$ cat src/rtl/mult_shift_add_if.sv
`default_nettype none
// ============================================================================
// Module   : mult_shift_add_if
// Brief    : Start/operand/result bundle for the shift-and-add multiplier.
// Revision : 1.0 - initial release
// ============================================================================
interface mult_shift_add_if #(
    parameter int N = 8
);
    logic           start;
    logic [N-1:0]   a;
    logic [N-1:0]   b;
    logic           busy;
    logic           done;
    logic [2*N-1:0] product;

    modport master (output start, output a, output b,
                    input  busy,  input  done, input product);
    modport slave  (input  start, input  a, input  b,
                    output busy,  output done, output product);
endinterface
`default_nettype wire

$ cat src/rtl/mult_shift_add.sv
`default_nettype none
// ============================================================================
// Module   : mult_shift_add
// Brief    : Sequential unsigned shift-and-add multiplier, one ripple-carry
//            partial-product addition per clock. Optional macro
//            MULT_ZERO_BYPASS_EN completes zero-operand multiplies at once.
// Revision : 1.0 - initial release
// ============================================================================
module mult_shift_add #(
    parameter int N = 8
) (
    input  wire logic        clk,
    input  wire logic        rst,
    mult_shift_add_if.slave  bus
);
    localparam int                 CNT_W  = $clog2(N + 1);
    localparam logic [CNT_W-1:0]   C_LAST = CNT_W'(N - 1);

    typedef enum logic [1:0] {
        S_IDLE = 2'd0,
        S_RUN  = 2'd1,
        S_DONE = 2'd2
    } state_t;

    state_t           r_state;
    state_t           w_state_nxt;
    logic [N-1:0]     r_mcand;
    logic [N-1:0]     r_acc;
    logic [N-1:0]     r_mq;
    logic [CNT_W-1:0] r_cnt;
    logic [2*N-1:0]   r_product;
    logic             w_busy;
    logic             w_done;
    logic             w_last;
    logic             w_zero_op;
    logic [N-1:0]     w_addend;
    logic [N-1:0]     w_sum;
    logic [N:0]       w_carry;

    assign w_last    = (r_cnt == C_LAST);
    assign w_addend  = r_mq[0] ? r_mcand : '0;

`ifdef MULT_ZERO_BYPASS_EN
    assign w_zero_op = (bus.a == '0) || (bus.b == '0);
`else
    assign w_zero_op = 1'b0;
`endif

    // n-bit ripple-carry adder, carry_in tied low
    assign w_carry[0] = 1'b0;
    for (genvar gi = 0; gi < N; gi++) begin : g_rca
        assign w_sum[gi]       = r_acc[gi] ^ w_addend[gi] ^ w_carry[gi];
        assign w_carry[gi + 1] = (r_acc[gi] & w_addend[gi]) |
                                 (w_carry[gi] & (r_acc[gi] ^ w_addend[gi]));
    end

    always_ff @(posedge clk) begin
        if (rst) begin
            r_state <= S_IDLE;
        end else begin
            r_state <= w_state_nxt;
        end
    end

    always_comb begin
        w_state_nxt = r_state;
        w_busy      = 1'b0;
        w_done      = 1'b0;
        case (r_state)
            S_IDLE: begin
                if (bus.start) begin
                    w_state_nxt = w_zero_op ? S_DONE : S_RUN;
                end
            end
            S_RUN: begin
                w_busy = 1'b1;
                if (w_last) begin
                    w_state_nxt = S_DONE;
                end
            end
            S_DONE: begin
                w_done      = 1'b1;
                w_state_nxt = S_IDLE;
            end
            default: begin
                w_state_nxt = S_IDLE;
            end
        endcase
    end

    // The adder carry shifts into the top of the accumulator, so no bit is lost
    always_ff @(posedge clk) begin
        if (rst) begin
            r_mcand   <= '0;
            r_acc     <= '0;
            r_mq      <= '0;
            r_cnt     <= '0;
            r_product <= '0;
        end else begin
            case (r_state)
                S_IDLE: begin
                    if (bus.start) begin
                        r_mcand <= bus.a;
                        r_mq    <= bus.b;
                        r_acc   <= '0;
                        r_cnt   <= '0;
                        if (w_zero_op) begin
                            r_product <= '0;
                        end
                    end
                end
                S_RUN: begin
                    r_acc <= {w_carry[N], w_sum[N-1:1]};
                    r_mq  <= {w_sum[0], r_mq[N-1:1]};
                    r_cnt <= r_cnt + 1'b1;
                    if (w_last) begin
                        r_product <= {w_carry[N], w_sum, r_mq[N-1:1]};
                    end
                end
                default: begin
                end
            endcase
        end
    end

    assign bus.busy    = w_busy;
    assign bus.done    = w_done;
    assign bus.product = r_product;
endmodule
`default_nettype wire

$ cat src/flat_wrapper.sv
// flat-port wrapper written by rule: the top's interface ports become plain ports
module mult_shift_add_flat 
#(
    parameter int N = 8
)
  (clk, rst, bus_start, bus_a, bus_b, bus_busy, bus_done, bus_product);
  mult_shift_add_if #(.N(N)) bus_i ();
  input  wire logic clk;
  input  wire logic rst;
  input wire logic [$bits(bus_i.start)-1:0] bus_start;
  input wire logic [$bits(bus_i.a)-1:0] bus_a;
  input wire logic [$bits(bus_i.b)-1:0] bus_b;
  output wire logic [$bits(bus_i.busy)-1:0] bus_busy;
  output wire logic [$bits(bus_i.done)-1:0] bus_done;
  output wire logic [$bits(bus_i.product)-1:0] bus_product;
  assign bus_i.start = bus_start;
  assign bus_i.a = bus_a;
  assign bus_i.b = bus_b;
  assign bus_busy = bus_i.busy;
  assign bus_done = bus_i.done;
  assign bus_product = bus_i.product;
  mult_shift_add #(.N(N)) u_core (.clk(clk), .rst(rst), .bus(bus_i));
endmodule
$ cat config.mk
export PLATFORM = sky130hd
export DESIGN_NAME = mult_shift_add_flat
export DESIGN_NICKNAME = d
export VERILOG_FILES = /design/src/rtl/mult_shift_add_if.sv /design/src/rtl/mult_shift_add.sv /design/src/flat_wrapper.sv
export SDC_FILE = /design/constraint.sdc
export NUM_CORES = 1
export LEC_CHECK = 0
export BUFFER_PORTS_ARGS = -buffer_cell sky130_fd_sc_hd__buf_2
export CELL_PAD_IN_SITES_DETAIL_PLACEMENT = 1
export CELL_PAD_IN_SITES_GLOBAL_PLACEMENT = 1
export CORE_UTILIZATION = 41
export CTS_CLUSTER_SIZE = 25
export DETAILED_ROUTE_END_ITERATION = 16
export PLACE_DENSITY_LB_ADDON = 0.1
export REMOVE_ABC_BUFFERS = 1
export SYNTH_ARGS = -nofsm -noshare
export SYNTH_HDL_FRONTEND = slang
export SYNTH_SLANG_ARGS = --single-unit
$ cat constraint.sdc
create_clock -name clk -period 4.89 [get_ports clk]
set_input_delay 0.489 -clock clk [delete_from_list [all_inputs] [get_ports clk]]
set_output_delay 0.489 -clock clk [all_outputs]
set_load 0.05 [all_outputs]
Word level (Yosys, flattened, before mapping)
Index checks and enable logic that the tools add are counted.
{"block": "word_totals", "reg_bits": 46, "latch_bits": 0, "mem_bits_rw": 0, "romBits": 0, "in_bits": 19, "output_inout_bits": 18, "word_cells": 67, "n_memories": 0}
{"block": "op_classes", "n_addsub": 1, "n_mul": 0, "div_mod_pow": 0, "n_lt_le_gt_ge": 0, "n_eq_ne": 5, "shift": 0, "muxes": 12, "bitwise_logic": 37, "reduce_logical": 6}
{"op": "$pmux 8 s2", "n": 2}
{"op": "$mux 8", "n": 3}
{"op": "$and 1x1->1", "n": 15}
{"op": "$xor 1x1->1", "n": 15}
{"op": "$pmux 4 s2", "n": 1}
{"op": "$reduce_and 2->1", "n": 4}
{"op": "$or 1x1->1", "n": 7}
{"op": "$add 4x1->4 const B", "n": 1}
{"op": "$eq 4x3->1 const B", "n": 1}
{"op": "$mux 2", "n": 2}
{"op": "$mux 4", "n": 1}
{"op": "$pmux 2 s2", "n": 1}
{"op": "$eq 2x1->1 const B", "n": 1}
{"op": "$eq 2x2->1 const B", "n": 1}
{"op": "$logic_not 2->1", "n": 1}
{"op": "$mux 1", "n": 2}
{"op": "$ne 2x1->1 const B", "n": 1}
{"op": "$ne 2x2->1 const B", "n": 1}
{"op": "$reduce_bool 2->1", "n": 1}

Longest topological paths before layout
Gate-level depths: netlist of run 1.
{"block": "depth", "word_depth": 17, "ltp_mapped": 13, "ltp_nobuf": 12}

Least setup slack after synthesis of run 1
No wires, ideal clock.
{"block": "synth_path", "path_type": "reg2reg", "start": "register u_core.r_mq[0]", "end": "register u_core.r_acc[6]", "setup_ns": 0.134, "arrival_ns": 3.734, "required_time_ns": 4.756, "slack_ns": 1.023, "path_stages_with_launch": 14, "n_path_buf": 1, "synth_period_minus_slack_ns": 3.867, "cell_sequence": "dfxtp_1 -> clkbuf_1 -> and2_1 -> ha_1 -> inv_1 -> fa_1 -> fa_1 -> fa_1 -> fa_1 -> fa_1 -> fa_1 -> fa_1 -> nand2b_1 -> a21oi_1"}
{"block": "synth_via", "elab_chain_len": 16, "elab_cells_between_ends": 29, "cone_classes": "mux: 2; bitwise: 27"}
{"item": "start, declared", "line_no": "mult_shift_add.sv:29", "rtl": "logic [N-1:0] r_mq;"}
{"item": "start signal, assigned", "line_no": "mult_shift_add.sv:104", "rtl": "r_mq <= bus.b;"}
{"item": "start signal, assigned", "line_no": "mult_shift_add.sv:114", "rtl": "r_mq <= {w_sum[0], r_mq[N-1:1]};"}
{"item": "$mux 8 (*)", "line_no": "mult_shift_add.sv:41", "rtl": "assign w_addend = r_mq[0] ? r_mcand : '0;"}
{"item": "$and 1x1->1 / $xor 1x1->1 (equally long branches)", "line_no": "mult_shift_add.sv:53, mult_shift_add.sv:54"}
{"item": "$and 1x1->1", "line_no": "mult_shift_add.sv:54", "rtl": "(w_carry[gi] & (r_acc[gi] ^ w_addend[gi]));"}
{"item": "$or 1x1->1", "line_no": "mult_shift_add.sv:53", "rtl": "assign w_carry[gi + 1] = (r_acc[gi] & w_addend[gi]) |"}
{"item": "$and 1x1->1", "line_no": "mult_shift_add.sv:54"}
{"item": "$or 1x1->1", "line_no": "mult_shift_add.sv:53"}
{"item": "$and 1x1->1", "line_no": "mult_shift_add.sv:54"}
{"item": "$or 1x1->1", "line_no": "mult_shift_add.sv:53"}
{"item": "$and 1x1->1", "line_no": "mult_shift_add.sv:54"}
{"item": "$or 1x1->1", "line_no": "mult_shift_add.sv:53"}
{"item": "$and 1x1->1", "line_no": "mult_shift_add.sv:54"}
{"item": "$or 1x1->1", "line_no": "mult_shift_add.sv:53"}
{"item": "$and 1x1->1", "line_no": "mult_shift_add.sv:54"}
{"item": "$or 1x1->1", "line_no": "mult_shift_add.sv:53"}
{"item": "$xor 1x1->1 (*)", "line_no": "mult_shift_add.sv:52", "rtl": "assign w_sum[gi] = r_acc[gi] ^ w_addend[gi] ^ w_carry[gi];"}
{"item": "$pmux 8 s2 (*)", "line_no": "mult_shift_add.sv:100", "rtl": "case (r_state)"}
{"item": "end signal, assigned", "line_no": "mult_shift_add.sv:113", "rtl": "r_acc <= {w_carry[N], w_sum[N-1:1]};"}
{"item": "end, declared", "line_no": "mult_shift_add.sv:28", "rtl": "logic [N-1:0] r_acc;"}
Every way passes the cells marked *; elsewhere a longest branch is shown, timed or not.
A chain may end at the register's enable or synchronous reset.

Worst setup path in the final report of run 1
Same ends and word-level chain as after synthesis.

==> flow_summary.toml, run 1 <==
[logic_synthesis]
yosys.area.top_type = "dfxtp_1"
ys_types = 33
synthSimpleGateAreaFrac = 0.2330
synth_xor_area_frac = 0
synth_adder_area_share = 0.07746
synth_top_family_by_area = "simple AND/OR/NAND/NOR gates"
synth_compound_area_frac = 0.1755
netlist_instances = 241
synth_top_area_share = 0.4319
yosys-top-cells-area = "dfxtp_1 43%, a21oi_1 8.9%, fa_1 6.6%"
synth_edf_count = 0
async_flop_share = 0
synth.area.mux_share = 0.005282
seq_area_frac_synth = 0.4319
synth-main-ff-cell = "dfxtp_1"
ys_ff_latch = 46
synth_area_per_cell_sq_um = 8.847
ys_warn_count = 0
syn_area_sq_um = 2132

[critical_path]
path_buf_inv = 1
crit_type = "reg -> reg"
cp.arrival_ns = 4.18
critPathSlowestCell = "dfxtp_1"
r2r-start = "u_core.r_mq[0]"
rr_worst_depth = 12
critPathLaunchType = "register"
critical-path-max-stage-delay_ns = 0.52
r2r_slack_ns = 0.85
crit_chain = "and2_1 -> ha_1 -> inv_1 -> fa_1 -> fa_1 -> fa_1 -> fa_1 -> fa_1 -> fa_1 -> fa_1 -> nand2b_1 -> a21oi_1"
worstPathRequired_ns = 5.03
cp-end-kind = "register"
cp_max_fo = 9
critical-path-top-delay-family = "adder cells"
rr_endpoint = "u_core.r_acc[6]"
critPathMostFrequentCell = "fa_1"

[finish]
final_nets = 291
drive_gt1_frac = 0.2348
final_util = 0.4867
layout_commonest_cell = "dfxtp_1"
antennaDiodeCount = 0
fin_area_sq_um = 2360
most-common-layout-cells = "46 x dfxtp_1, 38 x a21oi_1, 36 x buf_2"
area_delta_synth_final_pct = 10.68

[drt]
drtIter0Drc = 79
ant_nets = 0
drc = 0
first_pass_iters = 6
num_vias = 1740
routedWlPerCell_um = 14.47
routed_via_density = 5.257
wl_mm = 4.791

[placement]
globalplace.congestion = 0.6898
placed_area_sq_um = 2268
port-buffer-count = 36
hpwl_mm = 3.038
pre_cts_ws_ns = 0.8263

[sta]
max_freq_mhz = 247.6
finClkSkew_ns = 0.006259
worstMarginPinSlew_ns = 0.9996
slew_headroom = 0.3336
rsz0062_at_grt = "no"
hold_viol = 0
fin_crit_ns = 4.039
finalCritPeriodShare = 0.8260
setup_violations = 0
tns_ns = 0
finalMaxSlewViolations = 0
worst_slack_ns = 0.8510

[floorplan]
coreArea_sq_um = 4848
die-area_sq_um = 5492
start_util = 0.4397
fp-row-count = 25
ios = 37
die_h_um = 74.11
die_x_um = 74.11

[power_and_ir_drop]
intPower_uw = 525.7
clock_power_share = 0.338
p_per_area_nw_per_um2 = 299.8
p_switching_uw = 181.8
pwr-share-seq = 0.565
p_leak_nw = 0.8710
power_frac_comb = 0.097
switching_share = 0.2569
ir_drop_mv = 0.1713

[global_routing]
grt_antenna_before_repair = 0
overflow = 0
grt_pass1_wl_mm = 8.052
grt_pass1_vias = 1678
track_usage = 0.1964
grt_max_degree = 48

[clocking]
clock-root-buffer = "clkbuf_8"
cts_buffer_depth = 2
clock_latency_ns = 0.30
cts-htree-levels = 2
clkTransAtPathRegs_ns = 0.09
clock_sinks = 46
cts_resized = 0
post-cts-setup-buffer-count = 0
cts_tree = "yes"
cts_inserted_buffers = 5
holdBufCountCts = 0

[worst_hold_path]
hold_path_class = "in -> reg"
min_path_cells = 3
worstHoldEndpoint = "u_core.r_mcand[7]"
min_from = "bus_a[7]"

[job]
max_cap_violations = 0

[outcome]
status = "finished, final reports clean"
[state kept, by name (all words and copies together) (netlist names)]
signal,count
u_core.r_mq,8
u_core.bus.product,16
u_core.r_state,2
u_core.r_acc,8
u_core.r_cnt,4
u_core.r_mcand,8
[cells by family (layout without fill, tap and decap cells)]
logic type,count (synthesis),after routing
AOI/OAI and AO/OA,59,59
buffers and inverters,30,53
and+or+nand+nor,96,96
DFF,46,46
muxes,1,1
adders and majority gates,9,9
[layer usage]
layer	GRT usage	up-vias	wire (um)
li1	-	856	-
met1	0.2508	844	2306
met2	0.3263	36	2248
met3	0.04743	4	196
met4	0.06410	0	40
met5	0	-	0
[worst reg2reg max path, cell delays in order (launching register included)]
cell and delay (ns):
dfxtp_1 0.52, and2_1 0.18, ha_1 0.14, inv_1 0.05, fa_1 0.37, fa_1 0.38
fa_1 0.40, fa_1 0.40, fa_1 0.39, fa_1 0.39, fa_1 0.50, nand2b_1 0.10
a21oi_1 0.06
[worst max-delay path by stage]
stage | slack [ns] | end | cells after the start | from
finish | 0.85 | u_core.r_acc[6] | 12 | u_core.r_mq[0]
global route | 0.65 | u_core.r_acc[6] | 12 | u_core.r_mq[0]
CTS | 0.82 | u_core.r_acc[6] | 12 | u_core.r_mq[0]
detailed placement | 0.83 | u_core.r_acc[6] | 12 | u_core.r_mq[0]
global placement | 0.94 | u_core.r_acc[6] | 12 | u_core.r_mq[0]
floorplan | 1.13 | u_core.r_acc[6] | 12 | u_core.r_mq[0]
[area by class of cell]
class / count / area, sq um
fillers: 595 / 2489
well taps: 67 / 83.83
repair buffers: 36 / 180.2
clock inverters: 1 / 5.005
flip-flops and latches: 46 / 920.9
multi-input cells: 165 / 1047
inverters: 9 / 36.28
clock buffers: 7 / 86.33
[Yosys cell counts (2+ instances only)]
cell      number
fa_1           7
buf_2          9
nor4_1         4
a211oi_1       8
nand2_1       26
dfxtp_1       46
a21oi_1       38
a21bo_2        8
inv_1          8
clkbuf_1       6
ha_1           2
nor2b_1        3
nand3_1       18
nand2b_1      13
nor2_1        17
buf_6          4
nor3_1         4
buf_4          2
or3b_2         4
[power by group through the flow]
stage / registers, mW / clock network, mW / logic, mW
global route: 0.402 / 0.265 / 0.0781
global placement: 0.408 / 0 / 0.0689
finish: 0.400 / 0.239 / 0.0683
detailed placement: 0.409 / 0 / 0.0694
CTS: 0.400 / 0.250 / 0.0698
floorplan: 0.404 / 0 / 0.0429
[through the flow]
stage                     hold slack (ns)  power, mW  std cells
final                              0.4241     0.7075        331
after global routing               0.4090     0.7455        331
after floorplan                    0.4257     0.4474        220
after detailed placement           0.4457     0.4781        323
after CTS                          0.4122     0.7202        331
after global placement             0.4458     0.4772        323
No activity file was read; power rests on OpenSTA's default activity.
==> inputs of run 2 (changes only) <==
==> constraint.sdc (replaced) <==
create_clock -name clk -period 3.95 [get_ports clk]
set_input_delay 0.395 -clock clk [delete_from_list [all_inputs] [get_ports clk]]
set_output_delay 0.395 -clock clk [all_outputs]
set_load 0.05 [all_outputs]
==> run 2 against run 1 <==
Compared with the run above: critical path depth unchanged; maximum frequency rose by 7.4%; non-clock buffer count up 1; first-iteration DRC count fell by 25%; worst hold slack worse by 0.092 ns; final cell count is 0.30% higher; worst setup slack worse by 0.66 ns; global-route usage is 0.26 points lower; register-to-register slack got worse by 0.66 ns; clock skew decreased by 0.0032 ns; count of clock-buffer cells in the layout increased by 1; critical endpoint unchanged; largest cell class unchanged.
==> flow_summary.toml, run 2 (synthesis gave the netlist of run 1 again) <==
[floorplan]
ios = 37
die_x_um = 74.11
start_util = 0.4397
die_h_um = 74.11
die-area_sq_um = 5492
coreArea_sq_um = 4848
fp-row-count = 25

[placement]
dp_cells = 324
port-buffer-count = 36
globalplace.congestion = 0.7418
placed_area_sq_um = 2276
pre_cts_ws_ns = 0.1270
hpwl_mm = 3.153

[sta]
slew_headroom = 0.3002
tns_ns = 0
max_freq_mhz = 265.8
fin_crit_ns = 3.762
rsz0062_at_grt = "no"
setup_violations = 0
finalCritPeriodShare = 0.9523
finalMaxSlewViolations = 0
hold_ws_ns = 0.3322
worstMarginPinSlew_ns = 1.050
finClkSkew_ns = 0.003078
worst_slack_ns = 0.1885
hold_viol = 0

[critical_path]
r2r_slack_ns = 0.19
cp_max_fo = 2
rr_worst_depth = 12
rr_endpoint = "u_core.r_acc[6]"
critPathLaunchType = "register"
crit_type = "reg -> reg"
worstPathRequired_ns = 4.09
cp-end-kind = "register"
cp.arrival_ns = 3.90
r2r-start = "u_core.r_mq[0]"

[clocking]
post-cts-setup-buffer-count = 0
clock_sinks = 46
clkTransAtPathRegs_ns = 0.08
clock_latency_ns = 0.29
cts-htree-levels = 2
cts_inserted_buffers = 5
holdBufCountCts = 0
cts_buffer_depth = 2
cts_tree = "yes"
clock-root-buffer = "clkbuf_8"

[worst_hold_path]
hold_path_class = "in -> reg"
min_from = "bus_a[0]"
min_path_cells = 3
worstHoldEndpoint = "u_core.r_mcand[0]"

[power_and_ir_drop]
ir_drop_mv = 0.2050
p_per_area_nw_per_um2 = 382.7
p_leak_nw = 0.8866

[finish]
final_nets = 292
layout_commonest_cell = "dfxtp_1"
drive_gt1_frac = 0.2453
area_delta_synth_final_pct = 12.03
antennaDiodeCount = 0
multi_input_area_sq_um = 1050
most-common-layout-cells = "46 x dfxtp_1, 38 x a21oi_1, 36 x buf_2"
instances_no_fill = 332
seqCellArea_sq_um = 920.9
fillCellCount = 592
largest_register_ffs = 16
fin_area_sq_um = 2389

[global_routing]
grt_busiest_layer = "met2"
grt_pass1_wl_mm = 8.017
track_usage = 0.1938
use_met1 = 0.2424
grt_use_met2 = 0.3414
grt_antenna_before_repair = 0
grt_max_degree = 48
overflow = 0
grt_use_met3 = 0.03252
grt_pass1_vias = 1724

[drt]
wl_mm = 4.870
drtIter0Drc = 59
first_pass_iters = 4
ant_nets = 0
routed_via_density = 5.298
routedWlPerCell_um = 14.67
num_vias = 1759
drc = 0

[job]
max_cap_violations = 0

[outcome]
status = "finished, final reports clean"
run 2: cell types whose count changed in the layout (fill, tap and decap cells not counted), sizes merged:
cell and change:
clkinv -1, buf +1, clkbuf +1
run 2: final cells by class:
| type | count | area share |
|---|---|---|
| Inverter | 9 | 0.01519 |
| Clock buffer | 8 | 0.04610 |
| Sequential cell | 46 | 0.3855 |
| Timing Repair Buffer | 37 | 0.07858 |
| Multi-Input combinational cell | 165 | 0.4395 |
| Tap cell | 67 | 0.03510 |
run 2: worst max path at each step:
stage	start	to	slack (ns)	cells past startpoint
detailed placement	u_core.r_mq[0]	u_core.r_acc[6]	0.13	12
global placement	u_core.r_mq[0]	u_core.r_acc[6]	0.22	12
CTS	u_core.r_mq[0]	u_core.r_acc[6]	0.11	12
finish	u_core.r_mq[0]	u_core.r_acc[6]	0.19	12
global route	u_core.r_mq[0]	u_core.r_acc[6]	0.06	12
floorplan	u_core.r_mq[0]	u_core.r_acc[6]	0.19	12
run 2: layer usage:
metal | up-vias | part of all wire
met5 | - | 0
met2 | 30 | 0.49
li1 | 862 | -
met3 | 5 | 0.026
met1 | 862 | 0.48
met4 | 0 | 0.010
run 2: critical path: stages (launching register included):
cell and delay (ns):
dfxtp_1 0.33, and2_1 0.13, ha_1 0.14, inv_1 0.05, fa_1 0.38, fa_1 0.39, fa_1 0.40, fa_2 0.35
fa_1 0.38, fa_1 0.39, fa_1 0.50, nand2b_1 0.11, a21oi_1 0.07
run 2: report_power, final:
group          total, mW  internal [mW]  switching, mW
clock              0.332          0.177          0.155
combinational     0.0897         0.0316         0.0581
sequential         0.493          0.479         0.0135
total              0.914          0.688          0.226
run 2: what timing repair did:
item	CTS	global route
resized for setup	0	1
endpoints found under the setup margin	0	1
hold endpoints to repair	0	0
run 2: through the flow:
stage	util	total power, mW
global placement	0.4694	0.5925
floorplan	-	0.5539
finish	0.4926	0.9141
global route	0.4926	0.9535
detailed placement	0.4694	0.5943
CTS	0.4921	0.9248
